### src/rtl/tc_pkg.sv
`default_nettype none
// ============================================================================
//  Module      : tc_pkg
//  Description : Shared definitions for the timer_counter block: FSM state
//                encoding, register offsets, CTRL bit positions, MODE codes.
//  Revision    : 1.0  initial release
// ============================================================================
package tc_pkg;

    typedef enum logic [1:0] {
        ST_IDLE = 2'd0,
        ST_LOAD = 2'd1,
        ST_CNT  = 2'd2,
        ST_INT  = 2'd3
    } tc_state_e;

    // Register select values (addr[3:2])
    localparam logic [1:0] c_reg_ctrl   = 2'd0;
    localparam logic [1:0] c_reg_preset = 2'd1;
    localparam logic [1:0] c_reg_count  = 2'd2;
    localparam logic [1:0] c_reg_presc  = 2'd3;

    // CTRL field positions
    localparam int c_ctrl_en_bit   = 0;
    localparam int c_ctrl_mode_lsb = 1;
    localparam int c_ctrl_mode_msb = 2;
    localparam int c_ctrl_im_bit   = 3;
    localparam int c_ctrl_width    = 4;

    // MODE codes; 10/11 fall back to one-shot behaviour
    localparam logic [1:0] c_mode_oneshot = 2'b00;
    localparam logic [1:0] c_mode_reload  = 2'b01;

endpackage : tc_pkg
`default_nettype wire

### src/rtl/tc_prescaler.sv
`default_nettype none
// ============================================================================
//  Module      : tc_prescaler
//  Description : Prescale counter for timer_counter. Counts CNT cycles and
//                flags the cycle on which the count equals the programmed
//                prescale value; the counter then restarts from zero.
//  Revision    : 1.0  initial release
//  Ports       : clk      - system clock, rising edge
//                reset    - asynchronous active-low reset
//                clear_i  - restart the count (timer LOAD state)
//                run_i    - advance the count (timer counting and enabled)
//                presc_i  - prescale compare value
//                tick_o   - count equals presc_i this cycle
// ============================================================================
module tc_prescaler #(
    parameter int PRESC_WIDTH = 8
) (
    input  logic                   clk,
    input  logic                   reset,
    input  logic                   clear_i,
    input  logic                   run_i,
    input  logic [PRESC_WIDTH-1:0] presc_i,
    output logic                   tick_o
);

    logic [PRESC_WIDTH-1:0] cnt_q;
    logic [PRESC_WIDTH-1:0] cnt_d;

    assign tick_o = (cnt_q == presc_i);

    always_comb begin
        cnt_d = cnt_q;
        if (clear_i) begin
            cnt_d = '0;
        end else if (run_i) begin
            cnt_d = tick_o ? '0 : cnt_q + 1'b1;
        end
    end

    always_ff @(posedge clk or negedge reset) begin
        if (!reset) begin
            cnt_q <= '0;
        end else begin
            cnt_q <= cnt_d;
        end
    end

endmodule : tc_prescaler
`default_nettype wire

### src/rtl/timer_counter.sv
`default_nettype none
// ============================================================================
//  Module      : timer_counter
//  Description : Memory-mapped 32-bit down-counting timer with maskable,
//                level interrupt. One-shot and auto-reload modes.
//  Revision    : 1.0  initial release
//  Config      : define TC_PRESCALE_EN to add the PRESC register (offset 3)
//                and the tc_prescaler sub-module.
//  Ports       : clk    - system clock, rising edge
//                reset  - asynchronous active-low reset
//                addr   - bus byte address, addr[3:2] selects the register
//                we     - word write strobe (already address/byte qualified)
//                wdata  - write data
//                rdata  - combinational read data of the selected register
//                irq    - interrupt request (flag AND CTRL.IM)
//  Registers   : 0 CTRL {IM, MODE[1:0], EN}, 1 PRESET, 2 COUNT (RO),
//                3 PRESC (with TC_PRESCALE_EN) or reserved
// ============================================================================
module timer_counter
    import tc_pkg::*;
#(
    parameter int PRESC_WIDTH      = 8,
    parameter int BASE_OFFSET_BITS = 4
) (
    input  logic        clk,
    input  logic        reset,
    input  logic [31:0] addr,
    input  logic        we,
    input  logic [31:0] wdata,
    output logic [31:0] rdata,
    output logic        irq
);

    tc_state_e               state_q, state_d;
    logic [c_ctrl_width-1:0] ctrl_q,  ctrl_d;
    logic [31:0]             preset_q, preset_d;
    logic [31:0]             count_q,  count_d;
    logic                    flag_q,   flag_d;

    logic [1:0] w_sel;
    logic [1:0] w_mode;
    logic       w_en;
    logic       w_auto_reload;
    logic       w_ctrl_wr;
    logic       w_tick;
    logic       w_unused_addr;

    assign w_sel         = addr[BASE_OFFSET_BITS-1 -: 2];
    assign w_unused_addr = &{1'b0, addr[31:BASE_OFFSET_BITS], addr[1:0]};
    assign w_mode        = ctrl_q[c_ctrl_mode_msb:c_ctrl_mode_lsb];
    assign w_en          = ctrl_q[c_ctrl_en_bit];
    assign w_auto_reload = (w_mode == c_mode_reload);
    assign w_ctrl_wr     = we && (w_sel == c_reg_ctrl);

`ifdef TC_PRESCALE_EN
    logic [PRESC_WIDTH-1:0] presc_q, presc_d;

    always_comb begin
        presc_d = presc_q;
        if (we && (w_sel == c_reg_presc)) begin
            presc_d = wdata[PRESC_WIDTH-1:0];
        end
    end

    always_ff @(posedge clk or negedge reset) begin
        if (!reset) begin
            presc_q <= '0;
        end else begin
            presc_q <= presc_d;
        end
    end

    tc_prescaler #(
        .PRESC_WIDTH (PRESC_WIDTH)
    ) u_prescaler (
        .clk     (clk),
        .reset   (reset),
        .clear_i (state_q == ST_LOAD),
        .run_i   ((state_q == ST_CNT) && w_en),
        .presc_i (presc_q),
        .tick_o  (w_tick)
    );
`else
    // Without the prescaler every CNT cycle is a counting cycle.
    assign w_tick = 1'b1;
    localparam int c_unused_presc_width = PRESC_WIDTH;
`endif

    // Next state. Software writes are decoded first so that the FSM's own
    // EN clear in INT can yield to a simultaneous CTRL write, while the
    // flag set on entry to INT still takes priority over the write clear.
    always_comb begin
        state_d  = state_q;
        ctrl_d   = ctrl_q;
        preset_d = preset_q;
        count_d  = count_q;
        flag_d   = flag_q;

        if (w_ctrl_wr) begin
            ctrl_d = wdata[c_ctrl_width-1:0];
            flag_d = 1'b0;
        end
        if (we && (w_sel == c_reg_preset)) begin
            preset_d = wdata;
        end

        case (state_q)
            ST_IDLE: begin
                if (w_en) begin
                    state_d = ST_LOAD;
                end
            end
            ST_LOAD: begin
                count_d = preset_q;
                state_d = ST_CNT;
            end
            ST_CNT: begin
                if (!w_en) begin
                    state_d = ST_IDLE;
                end else if (w_tick) begin
                    // Zero is detected before decrementing, so COUNT never wraps.
                    if (count_q == 32'd0) begin
                        state_d = ST_INT;
                        flag_d  = 1'b1;
                    end else begin
                        count_d = count_q - 32'd1;
                    end
                end
            end
            ST_INT: begin
                if (w_auto_reload) begin
                    state_d = ST_LOAD;
                    flag_d  = 1'b0;
                end else begin
                    state_d = ST_IDLE;
                    if (!w_ctrl_wr) begin
                        ctrl_d[c_ctrl_en_bit] = 1'b0;
                    end
                end
            end
            default: begin
                state_d = ST_IDLE;
            end
        endcase
    end

    always_ff @(posedge clk or negedge reset) begin
        if (!reset) begin
            state_q  <= ST_IDLE;
            ctrl_q   <= '0;
            preset_q <= '0;
            count_q  <= '0;
            flag_q   <= 1'b0;
        end else begin
            state_q  <= state_d;
            ctrl_q   <= ctrl_d;
            preset_q <= preset_d;
            count_q  <= count_d;
            flag_q   <= flag_d;
        end
    end

    always_comb begin
        rdata = '0;
        case (w_sel)
            c_reg_ctrl:   rdata = {{(32-c_ctrl_width){1'b0}}, ctrl_q};
            c_reg_preset: rdata = preset_q;
            c_reg_count:  rdata = count_q;
`ifdef TC_PRESCALE_EN
            c_reg_presc:  rdata = 32'(presc_q);
`endif
            default:      rdata = '0;
        endcase
    end

    assign irq = flag_q & ctrl_q[c_ctrl_im_bit];

endmodule : timer_counter
`default_nettype wire

### config.mk
export PLATFORM = sky130hd
export DESIGN_NAME = timer_counter
export DESIGN_NICKNAME = d
export VERILOG_FILES = /design/src/rtl/tc_pkg.sv /design/src/rtl/tc_prescaler.sv /design/src/rtl/timer_counter.sv
export SDC_FILE = /design/constraint.sdc
export NUM_CORES = 1
export LEC_CHECK = 0
export CAP_MARGIN = 10
export CORE_ASPECT_RATIO = 0.6
export CORE_MARGIN = 2
export CORE_UTILIZATION = 50
export DETAILED_ROUTE_END_ITERATION = 12
export HOLD_SLACK_MARGIN = 0.08
export PLACE_DENSITY_LB_ADDON = 0.25
export SLEW_MARGIN = 20
export SYNTH_ARGS = -nofsm -noshare
export SYNTH_HDL_FRONTEND = slang
export SYNTH_SLANG_ARGS = --single-unit
### constraint.sdc
create_clock -name clk -period 3 [get_ports clk]
set_input_delay 0.6 -clock clk [delete_from_list [all_inputs] [get_ports clk]]
set_output_delay 0.6 -clock clk [all_outputs]
set_load 0.05 [all_outputs]
# After elaboration in Yosys (flattened, before gate mapping)
# Cells that the tools add are included.
[word_totals]
reg_bits = 71
latchBits = 0
ram_bits = 0
romBits = 0
input_bits = 67
out_inout_bits = 33
word_cells = 44
n_memories = 0
[op_classes]
addsub = 1
multipliers = 0
div_mod_pow = 0
order_cmp = 0
n_eq_ne = 10
shift = 0
n_mux = 18
bitwise_logic = 1
reduce_logical = 8
[ops]
columns = ["op", "n"]
rows = [
  ["32-bit case mux with 3 select lines", 1],
  ["32-bit 2-to-1 mux", 2],
  ["32-bit case mux with 2 select lines", 1],
  ["32-bit logical NOT", 1],
  ["32-bit by 1-bit subtractor with 32-bit output, second input constant", 1],
  ["1-bit 2-to-1 mux", 9],
  ["2-bit case mux with 4 select lines", 1],
  ["2-bit by 1-bit == test with 1-bit output, second input constant", 3],
  ["2-bit == test, second input constant", 3],
  ["2-bit 2-to-1 mux", 3],
  ["2-bit inequality test, second input constant", 3],
  ["2-bit logical NOT", 2],
  ["3-bit inequality test, second input constant", 1],
  ["3-bit AND reduction", 1],
  ["1-bit logical AND", 2],
  ["1-bit case mux with 2 select lines", 1],
  ["2-bit AND reduction", 1],
  ["2-bit nonzero test", 1],
  ["1-bit bitwise AND", 1],
]

# Depth between registers and ports, before layout
# Gate-level depths: netlist (run 1).
[logic_depth]
ltp_word = 6
mapped_depth = 9
depth_no_buf = 7

# Least setup slack after synthesis (run 1)
# Ideal clock, no wire load.
[synth_path]
kind = "in2out"
startpoint = "input addr[3]"
endpoint = "output rdata[13]"
arrival_ns = 2.082
required_time_ns = 2.400
path_slack_ns = 0.318
path_stages = 5
n_path_buf = 3
cell_sequence = "clkbuf_1 nor2b_1 clkbuf_1 buf_1 a22o_1"
[synth_via]
elab_chain_len = 2
elab_cells_between_ends = 4
cone_classes = "eq/ne (2); mux (1); reduce/logical (1)"
[synth_rtl]
columns = ["element", "line", "text"]
rows = [
  ["from (decl)", "timer_counter.sv:27", "input logic [31:0] addr,"],
  ["2-bit == test (tied with other cells)", "timer_counter.sv:165", "case (w_sel)"],
  ["32-bit case mux with 3 select lines (*)", "timer_counter.sv:165", ""],
  ["to (decl)", "timer_counter.sv:30", "output logic [31:0] rdata,"],
]
# Every way passes the cells marked *; elsewhere a longest branch is shown, timed or not.

# Worst setup path in the final report (run 1)
[layout_path]
startpoint = "input addr[2]"
endpoint = "output rdata[2]"
# Same word-level chain as after synthesis.

==> impl_metrics.ini, run 1 <==
[power_and_ir_drop]
p_comb_share_pct = 42.5
power_per_cell_area_nw_per_um2 = 900.2
switching_power_w = 0.002010
leakage_nw = 2.210
power_w = 0.004945
clkPwrFrac_pct = 22.3
seqPwrFrac_pct = 35.2
intPower_w = 0.002935
switching_share_pct = 40.64
ir_worst_vdd_v = 0.0003963

[hold_path]
hp-class = input port to asynchronous set/reset pin

[sta]
fin_crit_ns = 2.718
whs_ns = 0.2863
report.final.slew_viol_count = 0
finalSetupViolations = 0
finalSetupTns_ns = 0
skew_ns = 0.006348
fin_crit_sh_pct = 90.58
fmax_ghz = 0.3680
hold_viol = 0
rsz0062_at_grt = false
tightest_slew_ns = 0.6462
relSlewSlack_pct = 56.69

[floorplanning]
pin_count = 100
die_area_um2 = 8826
core_area_um2 = 7851
fp-row-count = 25
start_util_pct = 51.38
die_h_um = 73.58
fp.dieW_um = 120.0

[setup_path]
cp-start-kind = input port
crit_required_ns = 2.40
path_max_fanout = 17
path_class = input port to output port
cp-end-kind = output port
cp.arrival_ns = 2.12

[synth]
synth.top_cells.by_count = 71 x dfrtp_1, 39 x o21ai_0, 36 x nand2_1, 34 x mux2_2, 31 x a21oi_1
ys_seq_elements = 71
synth_area_um2 = 4034
synth_top_area_share_pct = 44.04
synth_cells = 414
synth.distinct_cells = 54
synth_top_cell_by_area = dfrtp_1
ys.warnings.count = 0
synthTopCellsByArea = dfrtp_1 44%, mux2_2 9.5%, a22o_1 6.3%
syn_avg_cell_area_um2 = 9.744
synthArstFlopShare_pct = 100.0
synthFlopType = dfrtp_1
ys_seq_area_share_pct = 44.04
synth_most_common_cell = dfrtp_1
synth_edf_count = 0
synth_fp_nets = 482

[clocking]
cts_resized = 0
cts_setup_buffers = 0
insertion_delay_ns = 0.34
root_buffer = clkbuf_16
cts_made_buffers = 9
hold_buffers = 0
htree_levels = 3
cts_tree = yes
clk_pin_slew_worst_paths_ns = 0.05
cts.path.max_buffers = 2
cts.sinks = 71

[routing]
vias = 3738
drtAntennaViolNets = 0
dr.first_iter.drc_count = 335
drc = 0
first_pass_iters = 5
routed_wl_mm = 10.95
wl_per_cell_um = 18.50
vias_per_cell = 6.314

[place]
io_buffer_count = 69
placed_cell_area_um2 = 5182
place_congestion = 0.9006
dp_hpwl_mm = 7.595

[finish]
n_fill_cell = 599
area_growth_pct = 36.17
antenna_cells = 0
fin_nets = 547
drive_gt1_share_pct = 23.14
final_cell_area_um2 = 5493

[run_status]
status = finished clean

[grt]
grt_pass1_vias = 3504
grtUsageTotal_pct = 26.17
grt-ovfl-total = 0
grt_pass1_wl_mm = 17.95
grt_max_degree = 72
antenna_found_initial = 0

[job]
cap_viol_max_count = 0
## final timing paths
path / from / depth (start not counted) / to / slack, ns
hold reg to reg: ctrl_q[3]$_DFFE_PN0P_ / 1 / ctrl_q[3]$_DFFE_PN0P_ / 0.53
setup reg to reg: count_q[0]$_DFFE_PN0P_ / 7 / count_q[24]$_DFFE_PN0P_ / 0.32
max in group asynchronous: reset / 2 / count_q[11]$_DFFE_PN0P_ / 2.40
setup / recovery: addr[2] / 6 / rdata[2] / 0.28
min in group clk: ctrl_q[3]$_DFFE_PN0P_ / 1 / ctrl_q[3]$_DFFE_PN0P_ / 0.53
hold / removal: reset / 2 / ctrl_q[2]$_DFFE_PN0P_ / 0.29
## final cells by class
type | instances | area, µm² | area share, %
Clock buffer | 13 | 270.3 | 4.920
Sequential cell | 71 | 1777 | 32.35
Inverter | 6 | 22.52 | 0.4100
Multi-Input combinational cell | 305 | 2090 | 38.04
Clock inverter | 3 | 40.04 | 0.7289
Tap cell | 108 | 135.1 | 2.460
Timing Repair Buffer | 86 | 1159 | 21.09
## state kept, by name, summed over array words and instances, names as in the netlist
register and count:
preset_q 32, state_q 2, count_q 32, flag_q 1
ctrl_q 4
## layer usage
metal | wire length, µm | up-vias | part of all wire (%) | GRT usage (%)
li1 | - | 1706 | - | -
met1 | 5105 | 1814 | 47 | 37.87
met2 | 4720 | 192 | 43 | 38.45
met3 | 923 | 26 | 8.4 | 6.522
met4 | 204 | 0 | 1.9 | 9.020
met5 | 0 | - | 0 | 0
## metrics by stage
| stage | util (%) | cells | worst slack (ns) |
|---|---|---|---|
| 2_1_floorplan | - | 414 | 0.3182 |
| 3_3_place_gp | 66.01 | 576 | 0.3506 |
| 3_5_place_dp | 66.01 | 576 | 0.3179 |
| 4_1_cts | 69.96 | 592 | 0.2962 |
| 5_1_grt | 69.96 | 592 | 0.1766 |
| 6_report | 69.96 | 592 | 0.2825 |
## critical path, cell delays in order
cell,delay [ns]
clkdlybuf4s50_1,0.60
nor2b_2,0.22
buf_4,0.27
nand2_1,0.07
o21ai_0,0.16
buf_12,0.19
## cells by family after synthesis
family	Yosys count	share of synthesized area (%)
muxes	38	10.48
adders and majority gates	1	0.3101
AOI/OAI and AO/OA	152	24.66
DFF	71	44.04
buffers and inverters	38	4.342
and+or+nand+nor	114	16.16
## power groups by stage
stage                     clock [W]  combinational [W]  sequential [W]
after floorplan                   0            0.00143         0.00159
final                       0.00110            0.00210         0.00174
after CTS                   0.00112            0.00209         0.00172
after detailed placement          0            0.00208         0.00174
after global placement            0            0.00203         0.00172
after global routing        0.00115            0.00228         0.00179
## placed cells by master, fill, tap and decap left out, types with 15 or more instances in the layout
master / netlist / layout
nand2_1: 36 / 36
nor2_1: 16 / 16
clkdlybuf4s50_1: 0 / 36
buf_4: 0 / 15
dfrtp_1: 71 / 71
a22o_1: 29 / 29
a21oi_1: 31 / 31
buf_12: 0 / 34
o21ai_0: 39 / 39
mux2_2: 34 / 34
Power figures use the tool's default switching activity.
==> run 2, diff against run 1 <==
--- a/config.mk
+++ b/config.mk
@@ -10,8 +10,10 @@
 export CORE_MARGIN = 2
 export CORE_UTILIZATION = 50
 export DETAILED_ROUTE_END_ITERATION = 12
+export GPL_TIMING_DRIVEN = 0
 export HOLD_SLACK_MARGIN = 0.08
 export PLACE_DENSITY_LB_ADDON = 0.25
+export SETUP_SLACK_MARGIN = 0.4
 export SLEW_MARGIN = 20
 export SYNTH_ARGS = -nofsm -noshare
 export SYNTH_HDL_FRONTEND = slang
==> impl_metrics.ini, run 2 (same netlist as run 1, synthesis figures left out) <==
[floorplanning]
start_util_pct = 51.38
pin_count = 100
core_area_um2 = 7851
fp-row-count = 25
fp.dieW_um = 120.0
die_h_um = 73.58
die_area_um2 = 8826

[run_status]
status = finished clean

[clocking]
cts_made_buffers = 9
hold_buffers = 0
cts_tree = yes
cts.sinks = 71
insertion_delay_ns = 0.34
cts.path.max_buffers = 2
root_buffer = clkbuf_16
cts_setup_buffers = 0
clk_pin_slew_worst_paths_ns = 0.06
htree_levels = 3

[power_and_ir_drop]
switching_share_pct = 42.99
seqPwrFrac_pct = 35.6
intPower_w = 0.002765
switching_power_w = 0.002085
power_per_cell_area_nw_per_um2 = 932.4
p_comb_share_pct = 41.6
clkPwrFrac_pct = 22.8
leakage_nw = 2.123
power_w = 0.004850
ir_worst_vdd_v = 0.0005005

[finish]
antenna_cells = 0
fin_nets = 562
area_growth_pct = 28.94
top_regs = count_q x32, preset_q x32, ctrl_q x4
n_fill_cell = 637
mostFrequentLayoutCell = dfrtp_1
final_cell_area_um2 = 5201
drive_gt1_share_pct = 26.25
layout_common_cells = 71 x dfrtp_1, 35 x o21ai_0, 34 x nand2_1, 34 x mux2_2, 34 x clkdlybuf4s50_1
final_cells = 607

[setup_path]
cp_cell_sequence = inv_1 > ha_1 > nor4b_2 > nand2_2 > or4_1 > buf_2 > nand2_4 > buf_6 > o22ai_1
path_class = register to register
r2r_setup_slack_ns = 0.42
cp_num_buf_inv = 3
crit_cells = 9
critical-path-slowest-cell = or4_1
cp-end-kind = register
rr_worst_depth = 9
critPathMaxStageDelay_ns = 0.52
critical_path.top_delay_family = simple AND/OR/NAND/NOR gates
path_max_fanout = 10
cp-start-kind = register
cp.arrival_ns = 2.79
crit_required_ns = 3.22

[sta]
report.final.slew_viol_count = 0
rsz0062_at_grt = true
fmax_ghz = 0.3882
tightest_slew_ns = 0.6938
relSlewSlack_pct = 53.75
worst_slack_ns = 0.4237
finalSetupViolations = 0
fin_crit_ns = 2.576
finalSetupTns_ns = 0
fin_crit_sh_pct = 85.88
hold_viol = 0
skew_ns = 0.005047

[grt]
antenna_found_initial = 0
grt_pass1_vias = 3636
grt_max_degree = 55
grt-ovfl-total = 0
grtUsageTotal_pct = 30.37
grt_pass1_wl_mm = 19.86

[routing]
dr.first_iter.drc_count = 397
vias = 3826
drc = 0
wl_per_cell_um = 21.17
vias_per_cell = 6.303
routed_wl_mm = 12.85
first_pass_iters = 5
drtAntennaViolNets = 0

[place]
dp_hpwl_mm = 9.020
io_buffer_count = 68
place_congestion = 0.9464
post-place-ws_ns = -1.082
placed_cell_area_um2 = 4900
dp_cells = 591

[job]
cap_viol_max_count = 0

[hold_path]
hp-class = input port to asynchronous set/reset pin
-- run 2: cell count changes in the layout (fill, tap and decap cells not counted), sizes merged --
cell and delta:
clkdlybuf4s15 +3, buf -7, clkbuf +21, clkdlybuf4s50 -2
-- run 2: repair_timing --
| item | in CTS | in global routing |
|---|---|---|
| setup endpoints to repair | 44 | 42 |
| resized for setup | 206 | 6 |
| endpoints found under the hold margin | 0 | 0 |
-- run 2: power groups by stage --
stage / sequential [W] / combinational (W) / clock [W]
detailed placement: 0.00172 / 0.00199 / 0
CTS: 0.00170 / 0.00199 / 0.00112
global placement: 0.00170 / 0.00195 / 0
floorplan: 0.00159 / 0.00145 / 0
finish: 0.00173 / 0.00202 / 0.00110
global route: 0.00177 / 0.00217 / 0.00117
-- run 2: layout make-up --
| class | count | area, µm² | share of cell area (%) |
|---|---|---|---|
| timing repair buffer | 69 | 633.1 | 12.17 |
| buffer | 32 | 202.7 | 3.897 |
| tap | 108 | 135.1 | 2.598 |
| clock inverter | 3 | 40.04 | 0.7698 |
| inverter | 6 | 22.52 | 0.4330 |
| clock buffer | 13 | 270.3 | 5.196 |
| multi-input combinational | 305 | 2121 | 40.77 |
| sequential | 71 | 1777 | 34.16 |
-- run 2: final timing paths --
kind                                              from                      end
worst max-delay path            count_q[0]$_DFFE_PN0P_  count_q[30]$_DFFE_PN0P_
worst min-delay path                             reset  preset_q[1]$_DFFE_PN0P_
worst max register to register  count_q[0]$_DFFE_PN0P_  count_q[30]$_DFFE_PN0P_
worst min register to register   ctrl_q[3]$_DFFE_PN0P_    ctrl_q[3]$_DFFE_PN0P_
max in group asynchronous                        reset  preset_q[9]$_DFFE_PN0P_
min in group clk                 ctrl_q[3]$_DFFE_PN0P_    ctrl_q[3]$_DFFE_PN0P_
-- run 2: routing by layer --
| layer | global-route usage [%] | wire, µm | share of wire [%] | up-vias |
|---|---|---|---|---|
| met5 | 0 | 0 | 0 | - |
| met2 | 43.69 | 5389 | 42 | 194 |
| met1 | 43.80 | 6065 | 47 | 1886 |
| met4 | 11.24 | 213 | 1.7 | 0 |
| li1 | - | - | - | 1729 |
| met3 | 8.463 | 1179 | 9.2 | 17 |
-- run 2: per-stage QoR --
stage / hold slack, ns / utilization (%)
finish: 0.1333 / 66.25
CTS: 0.1355 / 66.15
floorplan: 0.3044 / -
global route: 0.1451 / 66.25
detailed placement: 0.4940 / 62.41
global placement: 0.5161 / 62.09
-- run 2: worst register-to-register path: cells and delay by family (launching register included) --
family          cells  cell delay (ns)
fa+ha+maj           1             0.24
flops               1             0.42
compound gates      1             0.10
buf+inv             3             0.46
simple gates        4             1.26
==> run 3, diff against run 2 <==
--- a/config.mk
+++ b/config.mk
@@ -8,9 +8,8 @@
 export CAP_MARGIN = 10
 export CORE_ASPECT_RATIO = 0.6
 export CORE_MARGIN = 2
-export CORE_UTILIZATION = 50
+export CORE_UTILIZATION = 54
 export DETAILED_ROUTE_END_ITERATION = 12
-export GPL_TIMING_DRIVEN = 0
 export HOLD_SLACK_MARGIN = 0.08
 export PLACE_DENSITY_LB_ADDON = 0.25
 export SETUP_SLACK_MARGIN = 0.4
==> constraint.sdc (replaced) <==
create_clock -name clk -period 3.2 [get_ports clk]
set_input_delay 0.32 -clock clk [delete_from_list [all_inputs] [get_ports clk]]
set_output_delay 0.32 -clock clk [all_outputs]
set_load 0.05 [all_outputs]
==> impl_metrics.ini, run 3 (same netlist as run 1, synthesis figures left out) <==
[finish]
drive_gt1_share_pct = 22.45
antenna_cells = 0
final_cell_area_um2 = 5378
final_cells = 585
layout_common_cells = 71 x dfrtp_1, 39 x o21ai_0, 36 x nand2_1, 36 x clkdlybuf4s50_1, 34 x mux2_2
fin_nets = 544
mostFrequentLayoutCell = dfrtp_1
top_regs = count_q x32, preset_q x32, ctrl_q x4
area_growth_pct = 33.31

[grt]
grtUsageTotal_pct = 29.87
antenna_found_initial = 0
grt_pass1_vias = 3646
grt_max_degree = 52
grt-ovfl-total = 0
grt_pass1_wl_mm = 18.79

[setup_path]
path_max_fanout = 7
r2r_setup_slack_ns = 0.57
path_class = register to register
cp.arrival_ns = 2.85
regToRegStartpoint = count_q[0]$_DFFE_PN0P_
cp-end-kind = register
critPathLaunch = count_q[0]$_DFFE_PN0P_
cp-start-kind = register
crit_required_ns = 3.42

[floorplanning]
die_h_um = 70.95
fp.dieW_um = 115.6
start_util_pct = 55.74
core_area_um2 = 7237
die_area_um2 = 8200
fp-row-count = 24
pin_count = 100

[sta]
fin_crit_sh_pct = 82.24
hold_viol = 0
finalSetupViolations = 0
whs_ns = 0.5352
finalSetupTns_ns = 0
relSlewSlack_pct = 48.30
skew_ns = 0.006440
fin_crit_ns = 2.632
tightest_slew_ns = 0.7755
rsz0062_at_grt = false
fmax_ghz = 0.3800
report.final.slew_viol_count = 0

[place]
place_congestion = 0.9233
dp_hpwl_mm = 7.627
io_buffer_count = 69
dp_cells = 568
placed_cell_area_um2 = 5072

[hold_path]
hold_path.startpoint = flag_q$_DFF_PN0_
hp-class = register to register

[clocking]
cts_tree = yes
htree_levels = 3
insertion_delay_ns = 0.34
cts_made_buffers = 9
cts.sinks = 71
cts.path.max_buffers = 2
root_buffer = clkbuf_16
cts_setup_buffers = 0
clk_pin_slew_worst_paths_ns = 0.06

[power_and_ir_drop]
ir_worst_vdd_v = 0.0003928
leakage_nw = 2.163
power_per_cell_area_nw_per_um2 = 851.7
power_w = 0.004580

[routing]
first_pass_iters = 6
dr.first_iter.drc_count = 367
vias = 3811
drc = 0
vias_per_cell = 6.515
drtAntennaViolNets = 0
routed_wl_mm = 11.39
wl_per_cell_um = 19.47

[job]
cap_viol_max_count = 0

[run_status]
status = finished clean
==> run 3: changes by cell type in the layout (fill, tap and decap cells not counted), moves of 4 or more <==
cell / previous run / this run
a22o_1: 9 / 29
a22o_2: 20 / 0
buf_6: 4 / 0
clkbuf_1: 16 / 2
buf_12: 0 / 28
clkbuf_8: 7 / 1
o21ai_0: 35 / 39
o21ai_1: 9 / 5
buf_4: 32 / 17
==> run 3: power by group <==
part	internal, W	switching, W	total (W)
Clock	0.000621	0.000375	0.000996
Sequential	0.00120	0.000461	0.00166
Combinational	0.000843	0.00109	0.00193
==> run 3: stage by stage <==
| stage | util [%] | setup slack [ns] |
|---|---|---|
| 2_1_floorplan | - | 1.035 |
| 3_3_place_gp | 70.09 | 0.5379 |
| 3_5_place_dp | 70.09 | 0.5115 |
| 4_1_cts | 74.26 | 0.4618 |
| 5_1_grt | 74.31 | 0.4431 |
| 6_report | 74.31 | 0.5683 |
==> run 3: path summary, 6_finish.rpt <==
check,to,cells after the start
max in group asynchronous,count_q[22]$_DFFE_PN0P_,3
worst min-delay path,flag_q$_DFF_PN0_,2
min in group asynchronous,preset_q[1]$_DFFE_PN0P_,2
worst max-delay path,count_q[24]$_DFFE_PN0P_,7
worst min register to register,flag_q$_DFF_PN0_,2
worst max register to register,count_q[24]$_DFFE_PN0P_,7
==> run 3: worst max-delay path, cell delays in order, from the launching register on <==
cell,delay [ns]
dfrtp_1,0.41
inv_1,0.09
ha_1,0.24
or4b_1,0.51
nor2_1,0.34
nand2_1,0.28
o311a_1,0.36
a221o_1,0.27
==> run 3: routing by layer <==
metal | share of wire, % | wire length [µm] | global-route usage, % | vias to the layer above
li1 | - | - | - | 1689
met1 | 45 | 5119 | 43.45 | 1854
met2 | 44 | 5030 | 42.88 | 245
met3 | 9.2 | 1051 | 8.655 | 23
met4 | 1.7 | 190 | 10.31 | 0
met5 | 0 | 0 | 0 | -
==> run 3: what timing repair did <==
item	4_1_cts	5_1_grt
hold buffers	1	0
endpoints found under the setup margin	0	18
resized for setup	0	1
endpoints found under the hold margin	19	0
==> run 3: cell type report <==
class | instances | area [µm²]
Tap cell | 104 | 130.1
Timing Repair Buffer | 83 | 1064
Clock inverter | 4 | 45.04
Fill cell | 512 | 1859
Inverter | 6 | 22.52
Multi-Input combinational cell | 305 | 2093
Clock buffer | 12 | 246.5
Sequential cell | 71 | 1777
